### config.mk
export PLATFORM = sky130hd
export DESIGN_NAME = kamus_fetch_fifo
export DESIGN_NICKNAME = d
export VERILOG_FILES = /design/src/rtl/kamus_pkg.sv /design/src/rtl/kamus_fetch_fifo.sv
export SDC_FILE = /design/constraint.sdc
export NUM_CORES = 1
export LEC_CHECK = 0
export BUFFER_PORTS_ARGS = -buffer_cell sky130_fd_sc_hd__buf_4
export CAP_MARGIN = 10
export CORE_MARGIN = 3
export CORE_UTILIZATION = 45
export CTS_CLUSTER_SIZE = 28
export DETAILED_ROUTE_END_ITERATION = 8
export GPL_TIMING_DRIVEN = 0
export PLACE_DENSITY_LB_ADDON = 0.05
export SETUP_SLACK_MARGIN = 0.02
export SYNTH_ARGS = -nofsm -noshare
export SYNTH_HDL_FRONTEND = slang
export SYNTH_SLANG_ARGS = --single-unit
### constraint.sdc
create_clock -name clk_i -period 8.4 [get_ports clk_i]
set_input_delay 1.26 -clock clk_i [delete_from_list [all_inputs] [get_ports clk_i]]
set_output_delay 1.26 -clock clk_i [all_outputs]
set_load 0.02 [all_outputs]
### src/rtl/kamus_pkg.sv
// Shared types and constants for the kamus fetch front end.
// Latency: n/a (types, constants and a pure helper function only).
// Backpressure: n/a.
package kamus_pkg;

   // Canonical no-op (addi x0, x0, 0), shown to ID whenever the buffer is empty
   localparam logic [31:0] KAMUS_NOP = 32'h0000_0013;

   // One buffered fetch: PC, raw instruction word and a misalignment tag
   typedef struct packed {
      logic [31:0] addr;
      logic [31:0] data;
      logic        misalign;
   } fetch_entry_t;

   // A fetch PC is misaligned when either of its low two bits is set
   function automatic logic addr_misaligned(input logic [31:0] addr);
      return |addr[1:0];
   endfunction

endpackage : kamus_pkg

### src/rtl/kamus_fetch_fifo.sv
// Fetch buffer between IF and ID: in-order {pc, instr} queue with a misalign tag and a flush.
// Latency: a word pushed in cycle N is first visible at the output in cycle N+1 (no bypass).
// Backpressure: in_ready_o comes from registered occupancy only; a full buffer refuses a push even if ID pops.
module kamus_fetch_fifo
   import kamus_pkg::*;
#(
   parameter int unsigned DEPTH     = 4,
   parameter logic [31:0] NOP_INSTR = KAMUS_NOP
) (
   input  logic                     clk_i,
   input  logic                     rst_ni,
   input  logic                     flush_i,
   input  logic                     in_valid_i,
   output logic                     in_ready_o,
   input  logic [31:0]              in_addr_i,
   input  logic [31:0]              in_data_i,
   output logic                     out_valid_o,
   input  logic                     out_ready_i,
   output logic [31:0]              out_addr_o,
   output logic [31:0]              out_data_o,
   output logic                     out_misalign_o,
   output logic [$clog2(DEPTH):0]   count_o
);

   localparam int unsigned PTR_W = $clog2(DEPTH);
   localparam int unsigned CNT_W = PTR_W + 1;
   localparam logic [CNT_W-1:0] FULL_CNT = CNT_W'(DEPTH);

   // Registered state
   logic [PTR_W-1:0] wr_ptr_q, wr_ptr_d;
   logic [PTR_W-1:0] rd_ptr_q, rd_ptr_d;
   logic [CNT_W-1:0] count_q,  count_d;
   // Goes high on the first clock edge after reset release; gates in_ready_o
   logic             alive_q,  alive_d;

   // Storage is deliberately not reset: out_valid_o masks stale entries
   fetch_entry_t     fifo_mem_q [DEPTH];
   fetch_entry_t     wr_entry_d;
   fetch_entry_t     head_entry;

   logic             push;
   logic             pop;

   // Handshake view derived purely from registered state, so no path from out_ready_i to in_ready_o
   assign in_ready_o  = alive_q & (count_q != FULL_CNT);
   assign out_valid_o = (count_q != '0);
   assign count_o     = count_q;

   // Flush suppresses both transfers in the cycle it is asserted
   assign push = in_valid_i  & in_ready_o  & ~flush_i;
   assign pop  = out_valid_o & out_ready_i & ~flush_i;

   // Next-state for pointers and occupancy; flush wins over push and pop
   always_comb begin
      wr_ptr_d = wr_ptr_q;
      rd_ptr_d = rd_ptr_q;
      count_d  = count_q;
      alive_d  = 1'b1;
      if (flush_i) begin
         wr_ptr_d = '0;
         rd_ptr_d = '0;
         count_d  = '0;
      end else begin
         if (push) begin
            wr_ptr_d = wr_ptr_q + PTR_W'(1);
         end
         if (pop) begin
            rd_ptr_d = rd_ptr_q + PTR_W'(1);
         end
         unique case ({push, pop})
            2'b10:   count_d = count_q + CNT_W'(1);
            2'b01:   count_d = count_q - CNT_W'(1);
            default: count_d = count_q;
         endcase
      end
   end

   // Control state registers, cleared asynchronously by reset
   always_ff @(posedge clk_i or negedge rst_ni) begin
      if (!rst_ni) begin
         wr_ptr_q <= '0;
         rd_ptr_q <= '0;
         count_q  <= '0;
         alive_q  <= 1'b0;
      end else begin
         wr_ptr_q <= wr_ptr_d;
         rd_ptr_q <= rd_ptr_d;
         count_q  <= count_d;
         alive_q  <= alive_d;
      end
   end

   // Build the entry to store, tagging misaligned PCs now so ID/EX need not recompute it
   always_comb begin
      wr_entry_d          = '0;
      wr_entry_d.addr     = in_addr_i;
      wr_entry_d.data     = in_data_i;
      wr_entry_d.misalign = addr_misaligned(in_addr_i);
   end

   // Tail write on an accepted push
   always_ff @(posedge clk_i) begin
      if (push) begin
         fifo_mem_q[wr_ptr_q] <= wr_entry_d;
      end
   end

   // Output mux: head entry when occupied, otherwise a harmless NOP at PC 0
   always_comb begin
      head_entry     = fifo_mem_q[rd_ptr_q];
      out_addr_o     = '0;
      out_data_o     = NOP_INSTR;
      out_misalign_o = 1'b0;
      if (out_valid_o) begin
         out_addr_o     = head_entry.addr;
         out_data_o     = head_entry.data;
         out_misalign_o = head_entry.misalign;
      end
   end

endmodule : kamus_fetch_fifo

Word level (Yosys, flattened, before mapping)
Memory sizes are Yosys's and may differ from the RTL's.
Index checks and enable logic that the tools add are counted.
{"block": "word_totals", "mem_count": 1, "ramBits": 260, "reg_bits": 8, "wordCells": 34, "inputBits": 69, "out_inout_bits": 70}
{"name": "fifo_mem_q", "depth": 4, "width": 65, "rd": 1, "rd_clocked_by_memory_dff": 0, "write_ports": 1, "line": "kamus_fetch_fifo.sv:37", "text": "fetch_entry_t fifo_mem_q [DEPTH];"}
{"block": "classes", "n_bitwise": 6, "n_reduce_logical": 5, "mux": 11, "eq_ne": 3, "n_addsub": 4}
{"op": "$mux 32", "n": 2}
{"op": "$mux 2", "n": 4}
{"op": "$pmux 3 s2", "n": 1}
{"op": "$reduce_bool 3->1", "n": 2}
{"op": "$and 1x1->1", "n": 5}
{"op": "$add 2x1->2 const B", "n": 2}
{"op": "$reduce_bool 2->1", "n": 2}
{"op": "$add 3x1->3 const B", "n": 1}
{"op": "$mux 1", "n": 3}
{"op": "$mux 3", "n": 1}
{"op": "$ne 3x3->1 const B", "n": 1}
{"op": "$sub 3x1->3 const B", "n": 1}
{"op": "$eq 2x1->1 const B", "n": 1}
{"op": "$eq 2x2->1 const B", "n": 1}
{"op": "$reduce_or 2->1", "n": 1}
{"op": "$not 1->1", "n": 1}

Longest topological paths before layout
{"block": "depth", "ltp_word": 7, "mapped_depth": 8, "mapped_depth_nobuf": 7}

Worst setup path before layout
Ideal clock, no wire load.
{"block": "synth_timing", "path_type": "in2reg", "from": "input port flush_i", "to": "memory fifo_mem_q[0][0] in the netlist's numbering, enable pin", "setup_ns": 0.430, "setup_slack_ns": 4.747, "arrival_time_ns": 3.223, "t_required_ns": 7.970, "n_path_buf": 1, "cell_stages": 3, "path_cell_list": "buf_1 > and3b_1 > and2_1"}
{"block": "synth_via", "elab_chain_cells": 4}
{"element": "start, declared", "line": "kamus_fetch_fifo.sv:12", "text": "input logic flush_i,"}
{"element": "$not 1->1", "line": "kamus_fetch_fifo.sv:50", "text": "assign push = in_valid_i & in_ready_o & ~flush_i;"}
{"element": "$and 1x1->1", "line": "kamus_fetch_fifo.sv:50"}
{"element": "$mux 1", "line": "kamus_fetch_fifo.sv:103", "text": "if (push) begin"}
{"element": "$mux 1 (implied by the code)", "line": "kamus_fetch_fifo.sv:104", "text": "fifo_mem_q[wr_ptr_q] <= wr_entry_d;"}
{"element": "end, declared", "line": "kamus_fetch_fifo.sv:37"}
Every way passes these cells.

Worst setup path in the final report
{"block": "layout_timing", "from": "register count_q[2] (netlist: count_o[2])", "to": "output port out_data_o[27]"}
{"block": "layout_via", "elab_chain_cells": 2}
{"element": "start, declared", "line": "kamus_fetch_fifo.sv:32", "text": "logic [CNT_W-1:0] count_q, count_d;"}
{"element": "start signal, assigned", "line": "kamus_fetch_fifo.sv:88", "text": "count_q <= count_d;"}
{"element": "$reduce_bool 3->1", "line": "kamus_fetch_fifo.sv:46", "text": "assign out_valid_o = (count_q != '0);"}
{"element": "$mux 32", "line": "kamus_fetch_fifo.sv:114", "text": "if (out_valid_o) begin"}
{"element": "end, declared", "line": "kamus_fetch_fifo.sv:20", "text": "output logic [31:0] out_data_o,"}
Every way passes these cells.

==> impl_metrics.py <==
metrics = {
    "route": {
        "dr.pass1.iters": 5,
        "drc": 0,
        "viasPerCell": 5.25,
        "drt-initial-drc-count": 253,
        "drtAntennaViolNets": 0,
        "vias": 4935,
        "wl_per_cell_um": 20.8,
        "routed_wl_um": 19600,
    },
    "clock_tree": {
        "clk_pin_slew_worst_paths_ns": 0.06,
        "clk_latency_ns": 0.53,
        "cts_max_level": 1,
        "post_cts_buffers": 0,
        "cts_tree": "done",
        "cts_inserted_buffers": 28,
        "cts-root-buf": "clkbuf_16",
        "postCtsHoldBufs": 0,
        "cts_buffer_depth": 3,
        "post_cts_resized": 0,
        "clock_sinks": 268,
    },
    "die": {
        "coreArea_um2": 22200,
        "rows": 54,
        "die-area_um2": 24800,
        "die_y_um": 158,
        "start_util_pct": 46.5,
        "dieWidth_um": 158,
        "io_pins": 139,
    },
    "min_path": {
        "min_path_type": "in -> async",
    },
    "yosys": {
        "synth-seq-cells": 268,
        "ys_warn_count": 0,
        "synth_cell_type_count": 34,
        "syn_area_per_cell_um2": 22.0,
        "syn_area_um2": 10300,
        "syn-instance-count": 469,
        "syn-num-nets": 543,
        "ys_seq_area_share_pct": 77.5,
    },
    "setup_path": {
        "cp_slowest_cell": "dfrtp_1",
        "cp.depth": 5,
        "cp-start-kind": "register",
        "endpoint_kind": "primary output",
        "critPathTopFamily": "buffers and inverters",
        "critPathArrivalTime_ns": 2.56,
        "cp_num_buf_inv": 3,
        "critPathMaxStageDelay_ns": 0.46,
        "cp.required_ns": 7.14,
        "worstPathCellList": "nor3_1 -> clkinv_1 -> clkbuf_1 -> and2_1 -> buf_4",
        "critical_path_class": "reg -> out",
        "rr_worst_depth": 5,
        "path_max_fanout": 10,
    },
    "timing": {
        "fin_crit_sh_pct": 45.4,
        "setup_violations": 0,
        "finalClockSkew_ns": 0.0166,
        "tns_ns": 0,
        "rsz0062_at_grt": "no",
        "worst_pin_slew_ns": 0.723,
        "fmax_ghz": 0.262,
        "max-slew-margin-rel_pct": 51.8,
        "slew_viol_final": 0,
        "hold_viol_final": 0,
        "min_period_ns": 3.82,
    },
    "global_route": {
        "grt_antenna_before_repair": 0,
        "grt_pass1_wl_um": 29700,
        "grt_pass1_vias": 5304,
        "gr-total-overflow": 0,
        "grt_usage_pct": 15.8,
        "grt_max_degree": 38,
    },
    "finish": {
        "stdcell_area_um2": 12700,
        "syn2layout_area_growth_pct": 23.0,
        "drive_gt1_share_pct": 39.1,
        "fin_nets": 714,
        "seq_area_um2": 8010,
        "multi_input_area_um2": 2210,
        "n_antenna_cell": 0,
        "utilization_pct": 57.2,
        "nFillCells": 1720,
    },
    "outcome": {
        "status": "finished clean",
    },
    "placement": {
        "placed_cell_area_um2": 11800,
        "gp_congestion": 0.697,
        "dp_hpwl_um": 12000,
        "port_buffers": 137,
    },
    "power": {
        "p_leak_uw": 0.00434,
        "peakVddDrop_v": 0.000179,
        "power_density_nw_per_um2": 297,
    },
    "run": {
        "maxCapViolCount": 0,
    },
}
==> cell usage in the layout, fill, tap and decap left out, types with 5 or more instances in the layout <==
master,instances
dfrtp_1,8
edfxtp_1,260
buf_4,138
buf_1,5
nor2_1,6
clkbuf_1,17
clkinv_1,8
mux4_2,65
clkbuf_16,29
and2_1,63
==> routing by layer <==
layer / up-vias / global-route usage [%] / wire, µm
li1: 2244 / - / -
met2: 139 / 27.6 / 10200
met3: 28 / 3.71 / 1150
met1: 2524 / 20.4 / 7800
met5: - / 0 / 0
met4: 0 / 3.80 / 373
==> path summary, 6_finish.rpt <==
| kind | startpoint | endpoint | slack, ns |
|---|---|---|---|
| setup reg to reg | count_o[0] | fifo_mem_q[1][15] | 6.08 |
| max in group asynchronous | rst_ni | count_o[1] | 7.72 |
| min in group clk_i | wr_ptr_q[1] | wr_ptr_q[1] | 0.59 |
| hold / removal | rst_ni | wr_ptr_q[0] | 0.54 |
| setup / recovery | count_o[2] | out_data_o[27] | 4.58 |
| hold reg to reg | wr_ptr_q[1] | wr_ptr_q[1] | 0.59 |
==> power breakdown <==
group	internal (µW)	switching (µW)	leakage (µW)
sequential	1500	18.4	0.00245
clock	717	463	0.000435
combinational	500	574	0.00145
total	2720	1050	0.00434
==> stage by stage <==
stage	setup WS [ns]	total power, µW	instances	hold slack (ns)
2_1_floorplan	4.75	2220	469	0.538
3_3_place_gp	3.26	2650	886	0.559
3_5_place_dp	5.04	2650	890	0.585
4_1_cts	4.48	3840	940	0.511
5_1_grt	4.34	3960	940	0.520
6_report	4.58	3780	940	0.538
==> area by class of cell <==
cell class	count	area share [%]
multi-input combinational	175	17.4
clock buffer	36	5.91
sequential	268	63.0
tap	280	2.75
inverter	3	0.0885
clock inverter	14	1.07
timing repair buffer	141	8.89
buffer	23	0.925
==> synth_stat cells <==
library cell | instances | area share, %
mux2i_1 | 2 | 0.19
buf_6 | 3 | 0.33
clkinv_1 | 1 | 0.036
nor3_1 | 2 | 0.097
nand3b_1 | 1 | 0.073
and3_1 | 1 | 0.061
xnor2_1 | 2 | 0.17
or2_2 | 4 | 0.24
dfrtp_1 | 8 | 1.9
inv_1 | 2 | 0.073
and2_1 | 67 | 4.1
a211oi_1 | 2 | 0.15
o2111a_1 | 1 | 0.11
a311oi_1 | 2 | 0.17
nand2b_1 | 2 | 0.12
ha_1 | 4 | 0.48
o21ai_0 | 1 | 0.048
or3b_1 | 1 | 0.085
nand2_1 | 2 | 0.073
fa_1 | 1 | 0.19
buf_2 | 4 | 0.19
a21oi_1 | 2 | 0.097
buf_1 | 5 | 0.18
mux4_2 | 65 | 14
clkbuf_1 | 10 | 0.36
o31ai_1 | 1 | 0.073
edfxtp_1 | 260 | 76
conb_1 | 1 | 0.036
and4_1 | 1 | 0.085
xor2_1 | 2 | 0.17
nand3_1 | 1 | 0.048
nor2_1 | 6 | 0.22
buf_4 | 1 | 0.073
and3b_1 | 1 | 0.085
==> kinds of logic after synthesis <==
group           after synthesis  share of synthesized area, %
xor+xnor                      4                         0.339
fa+ha+maj                     5                         0.678
buf+inv                      26                          1.25
compound gates                9                         0.641
other cells                   1                        0.0363
simple gates                 89                          5.24
mux                          67                          14.4
flops                       268                          77.5
==> worst reg2reg max path, stage by stage, from the launching register on <==
cell	delay, ns
dfrtp_1	0.52
or3b_1	0.21
and2_1	0.17
and3b_1	0.24
and2_4	0.51
buf_12	0.33
==> registers in the layout, indices dropped and copies added (netlist names) <==
name and flops:
count_o 3, wr_ptr_q 2, alive_q 1, fifo_mem_q 260, rd_ptr_q 2
Note: power is estimated with default switching activity, not from simulation.
